--- src/rtl/pipe_ctrl_fwd.sv ---
// pipe_ctrl_fwd
// Pipeline control and operand forwarding for the back-end stages behind
// decode. It holds valid/payload/gr_we/dest for NSTAGE stages. Each stage
// moves forward with a ready_go/allowin handshake. Decode sources are
// resolved against the youngest in-flight producer, and decode stalls when
// that producer's result is not final yet.
//
// Ports:
//   clk, reset           clock, synchronous active-high reset
//   in_*                 decode-side instruction, sources and regfile data
//   in_ready, in_fire    decode may advance / decode instruction is issued
//   stall                data hazard at decode
//   src1_value/src2_value resolved operands
//   st_ready_go          per-stage done
//   st_result            per-stage current result, [k*DW +: DW]
//   st_result_ok         per-stage result is final
//   st_valid, st_payload, st_gr_we, st_dest   stage registers
//   out_allowin          retire sink accepts the last stage
//   flush                kill stages 0..FLUSH_DEPTH-1 and the decode issue
module pipe_ctrl_fwd #(
    parameter int NSTAGE      = 3,
    parameter int DW          = 32,
    parameter int RW          = 5,
    parameter int PW          = 64,
    parameter int FLUSH_DEPTH = 1
) (
    input  logic                 clk,
    input  logic                 reset,
    input  logic                 in_valid,
    input  logic [PW-1:0]        in_payload,
    input  logic                 in_gr_we,
    input  logic [RW-1:0]        in_dest,
    input  logic [RW-1:0]        in_src1,
    input  logic [RW-1:0]        in_src2,
    input  logic                 in_need1,
    input  logic                 in_need2,
    input  logic [DW-1:0]        in_rdata1,
    input  logic [DW-1:0]        in_rdata2,
    output logic                 in_ready,
    output logic                 in_fire,
    output logic                 stall,
    output logic [DW-1:0]        src1_value,
    output logic [DW-1:0]        src2_value,
    input  logic [NSTAGE-1:0]    st_ready_go,
    input  logic [NSTAGE*DW-1:0] st_result,
    input  logic [NSTAGE-1:0]    st_result_ok,
    output logic [NSTAGE-1:0]    st_valid,
    output logic [NSTAGE*PW-1:0] st_payload,
    output logic [NSTAGE-1:0]    st_gr_we,
    output logic [NSTAGE*RW-1:0] st_dest,
    input  logic                 out_allowin,
    input  logic                 flush
);

    logic          valid_q   [NSTAGE];
    logic [PW-1:0] payload_q [NSTAGE];
    logic          gr_we_q   [NSTAGE];
    logic [RW-1:0] dest_q    [NSTAGE];

    logic [NSTAGE:0] allowin;

    logic          feed_valid   [NSTAGE];
    logic [PW-1:0] feed_payload [NSTAGE];
    logic          feed_gr_we   [NSTAGE];
    logic [RW-1:0] feed_dest    [NSTAGE];

    logic [RW-1:0] fwd_src   [2];
    logic [DW-1:0] fwd_rdata [2];
    logic [DW-1:0] fwd_value [2];
    logic          fwd_hz    [2];
    logic          fwd_found;

    // allowin ripples back from the retire sink. It is built in one block
    // so the chain stays a single combinational process.
    always_comb begin
        allowin         = '0;
        allowin[NSTAGE] = out_allowin;
        for (int k = NSTAGE - 1; k >= 0; k--) begin
            allowin[k] = !valid_q[k] | (st_ready_go[k] & allowin[k+1]);
        end
    end

    assign fwd_src[0]   = in_src1;
    assign fwd_src[1]   = in_src2;
    assign fwd_rdata[0] = in_rdata1;
    assign fwd_rdata[1] = in_rdata2;

    // Only the youngest matching producer counts. An unfinished youngest
    // match is a hazard even when an older stage has a final value.
    always_comb begin
        fwd_found = 1'b0;
        for (int j = 0; j < 2; j++) begin
            fwd_value[j] = fwd_rdata[j];
            fwd_hz[j]    = 1'b0;
            fwd_found    = 1'b0;
            for (int k = 0; k < NSTAGE; k++) begin
                if (!fwd_found && valid_q[k] && gr_we_q[k] &&
                    dest_q[k] == fwd_src[j] && fwd_src[j] != '0) begin
                    fwd_found = 1'b1;
                    if (st_result_ok[k]) begin
                        fwd_value[j] = st_result[k*DW +: DW];
                    end else begin
                        fwd_hz[j] = 1'b1;
                    end
                end
            end
        end
    end

    assign src1_value = fwd_value[0];
    assign src2_value = fwd_value[1];
    assign stall      = in_valid & ((in_need1 & fwd_hz[0]) | (in_need2 & fwd_hz[1]));
    assign in_ready   = !stall & allowin[0];
    assign in_fire    = in_valid & in_ready & !flush;

    // What each stage would load. A flush turns the hand-off out of the
    // last flushed stage into a bubble, so nothing flushed leaks onward.
    always_comb begin
        for (int k = 0; k < NSTAGE; k++) begin
            if (k == 0) begin
                feed_valid[k]   = in_fire;
                feed_payload[k] = in_payload;
                feed_gr_we[k]   = in_gr_we;
                feed_dest[k]    = in_dest;
            end else begin
                feed_valid[k]   = valid_q[k-1] & st_ready_go[k-1] &
                                  !(flush && (k - 1 == FLUSH_DEPTH - 1));
                feed_payload[k] = payload_q[k-1];
                feed_gr_we[k]   = gr_we_q[k-1];
                feed_dest[k]    = dest_q[k-1];
            end
        end
    end

    // Stage registers. A flush of the front stages wins over any load or
    // hold. A bubble clears valid but leaves the old payload fields alone.
    always_ff @(posedge clk) begin
        if (reset) begin
            for (int k = 0; k < NSTAGE; k++) begin
                valid_q[k]   <= 1'b0;
                payload_q[k] <= '0;
                gr_we_q[k]   <= 1'b0;
                dest_q[k]    <= '0;
            end
        end else begin
            for (int k = 0; k < NSTAGE; k++) begin
                if (flush && k < FLUSH_DEPTH) begin
                    valid_q[k] <= 1'b0;
                end else if (allowin[k]) begin
                    valid_q[k] <= feed_valid[k];
                    if (feed_valid[k]) begin
                        payload_q[k] <= feed_payload[k];
                        gr_we_q[k]   <= feed_gr_we[k];
                        dest_q[k]    <= feed_dest[k];
                    end
                end
            end
        end
    end

    for (genvar g = 0; g < NSTAGE; g++) begin : g_out
        assign st_valid[g]             = valid_q[g];
        assign st_payload[g*PW +: PW]  = payload_q[g];
        assign st_gr_we[g]             = gr_we_q[g];
        assign st_dest[g*RW +: RW]     = dest_q[g];
    end

endmodule

--- config.mk ---
export PLATFORM = sky130hd
export DESIGN_NAME = pipe_ctrl_fwd
export DESIGN_NICKNAME = d
export VERILOG_FILES = /design/src/rtl/pipe_ctrl_fwd.sv
export SDC_FILE = /design/constraint.sdc
export NUM_CORES = 1
export LEC_CHECK = 0
export ABC_AREA = 1
export BUFFER_PORTS_ARGS = -buffer_cell sky130_fd_sc_hd__buf_4
export CAP_MARGIN = 20
export CORE_AREA = 3 3 206 208
export DETAILED_ROUTE_END_ITERATION = 16
export DIE_AREA = 0 0 209 211
export SLEW_MARGIN = 20
export SYNTH_ARGS = -nofsm -noshare
export SYNTH_HDL_FRONTEND = slang
export SYNTH_SLANG_ARGS = --single-unit
--- constraint.sdc ---
create_clock -name clk -period 6 [get_ports clk]
set_input_delay 0.6 -clock clk [delete_from_list [all_inputs] [get_ports clk]]
set_output_delay 0.6 -clock clk [all_outputs]
set_load 0.02 [all_outputs]
==> flow_summary.toml <==
[final_layout]
mostFrequentLayoutCell = "buf_4"
nFillCells = 4056
multi_input_area_mm2 = 0.00409
regArea_mm2 = 0.00640
drive_above_1_share = 0.420
utilization = 0.415
nNetsFinal = 1988
finalInstanceArea_mm2 = 0.0169
layout_common_cells = "544 x buf_4, 233 x inv_1, 213 x edfxtp_1"
syn_to_final_growth_pct = 42.3

[setup_path]
worstPathRequired_ps = 5400
worstSetupStartpointType = "register"
cp-end-kind = "output port"
path_max_fanout = 36
cp_data_arrival_time_ps = 3660
path_class = "register to output port"
rr_worst_depth = 10

[clocking]
cts_sinks = 213
post_cts_buffers = 0
cts-resized-gates = 0
path_clk_slew_ps = 60
htreeDepth = 1
cts_root_buf = "clkbuf_16"
numCtsBuffers = 23
cts_tree = "built"
cts_buffer_depth = 3
hold_buffers = 0
clk_latency_ps = 520

[run]
maxCapViolations = 0

[timing]
worst_slew_pin_slew_ps = 1060
drv_slew = 0
hold_viol = 0
finalCriticalPeriod_ps = 4260
period_share = 0.710
clock.fmax_ghz = 0.235
setup_viol = 0
final.setup.tns_ps = 0
slew_headroom = 0.294
setup_slack_ps = 1740
fin_skew_ps = 10.5
hold_slack_ps = 385
rsz0062_at_grt = "false"

[global_route]
antenna_found_initial = 5
grt_first_pass_wirelength_mm = 69.6
overflow = 0
grt_pass1_vias = 10900
grt_max_degree = 135
track_usage = 0.203

[yosys]
syn-cell-area_mm2 = 0.0119
synth_seq_cells = 213
synthDistinctLibCells = 26
synth_fp_nets = 1511
synthFlopType = "edfxtp_1"
synth.avg_cell_area_um2 = 9.44
async_flop_share = 0
ys_warn_count = 0
synth_cells = 1258
ys_seq_area_frac = 0.539
synth_edf_count = 213

[placement]
portBuffers = 532
placed_area_mm2 = 0.0162
gp_congestion = 0.983
post-place-ws_ps = 1680
dpl.hpwl_mm = 35.6

[power_and_ir_drop]
ir_drop_mv = 0.223
p_leak_nw = 7.47
power.density_mw_per_mm2 = 227

[route]
wire_per_inst_um = 20.8
drt_iter0_drc = 1141
drc = 0
vias_per_cell = 4.79
postRouteAntennaNets = 0
drtPass1Iterations = 6
num_vias = 11000
wl_mm = 47.5

[worst_hold_path]
holdPathStages = 3
min_path_type = "primary input to register"

[floorplan]
die_area_mm2 = 0.0441
die_x_um = 209
rows = 74
fp.dieH_um = 211
io_pins = 533
core_mm2 = 0.0407
start_util = 0.291

[outcome]
outcome = "complete, no violations"
==> cell usage after synthesis (13+ instances only) <==
library cell,number,area (µm²)
inv_1,234,878
edfxtp_1,213,6400
nand2_1,176,661
a21oi_2,140,1230
a21oi_1,107,536
o21ai_0,97,485
o211ai_1,68,510
clkbuf_1,60,225
nand3_1,45,225
o21ai_1,30,150
nor2_1,22,82.6
buf_6,20,225
buf_2,13,65.1
==> worst paths after layout <==
| path | startpoint | endpoint | slack [ps] |
|---|---|---|---|
| worst max-delay path | dest_q[0][2]$_SDFFCE_PN0P_ | src2_value[3] | 1740 |
| worst min-delay path | in_payload[16] | payload_q[0][16]$_SDFFCE_PN0P_ | 380 |
| worst max register to register | dest_q[0][2]$_SDFFCE_PN0P_ | payload_q[0][3]$_SDFFCE_PN0P_ | 2390 |
| worst min register to register | payload_q[0][104]$_SDFFCE_PN0P_ | payload_q[0][168]$_SDFFCE_PN0P_ | 590 |
==> metal layers <==
layer  track usage  part of all wire  vias up
li1              -                 -     5227
met1         0.232              0.37     5154
met3        0.0649             0.096       71
met2         0.357              0.50      500
met5             0           0.00042        -
met4        0.0725             0.038        2
==> flip-flops by register name (all words and copies together), names as in the netlist <==
| name | cells |
|---|---|
| dest_q | 15 |
| payload_q | 192 |
| valid_q | 3 |
| gr_we_q | 3 |
==> through the flow <==
step | power [mW] | instances
after floorplan | 2.15 | 1258
after global placement | 2.54 | 2242
after detailed placement | 2.54 | 2242
after CTS | 3.88 | 2283
after global routing | 3.99 | 2284
final | 3.83 | 2286
==> kinds of logic (layout without fill, tap and decap cells) <==
| family | Yosys count | count (layout) | synth area share |
|---|---|---|---|
| XOR/XNOR | 5 | 5 | 0.00369 |
| AND/OR/NAND/NOR | 259 | 259 | 0.0907 |
| flip-flops | 213 | 213 | 0.539 |
| buffers and inverters | 337 | 830 | 0.121 |
| other | 0 | 3 | 0 |
| AO/OA/AOI/OAI | 444 | 444 | 0.246 |
==> final cells by class <==
| class | instances | share of cell area |
|---|---|---|
| Sequential cell | 213 | 0.379 |
| Timing Repair Buffer | 546 | 0.244 |
| Multi-Input combinational cell | 708 | 0.242 |
| Inverter | 243 | 0.0540 |
| Tap cell | 532 | 0.0394 |
| Clock buffer | 28 | 0.0352 |
| Clock inverter | 13 | 0.00600 |
| Antenna cell | 3 | 0.000444 |
==> power breakdown <==
part	internal [mW]	switching, mW	total (mW)
registers	1.73	0.0476	1.78
clock network	0.752	0.579	1.33
logic	0.301	0.418	0.719
total	2.79	1.04	3.83
==> critical path: stages (launching register included) <==
cell and delay (ps):
edfxtp_1 400, inv_1 100, nand2_1 60, nand4_1 130, nor2_2 180, nand2_2 470, nand3_1 220, buf_4 370
nor2_1 120, inv_2 520, o211ai_1 170, o21ai_0 160, buf_4 210
(Power assumes the default switching activity.)
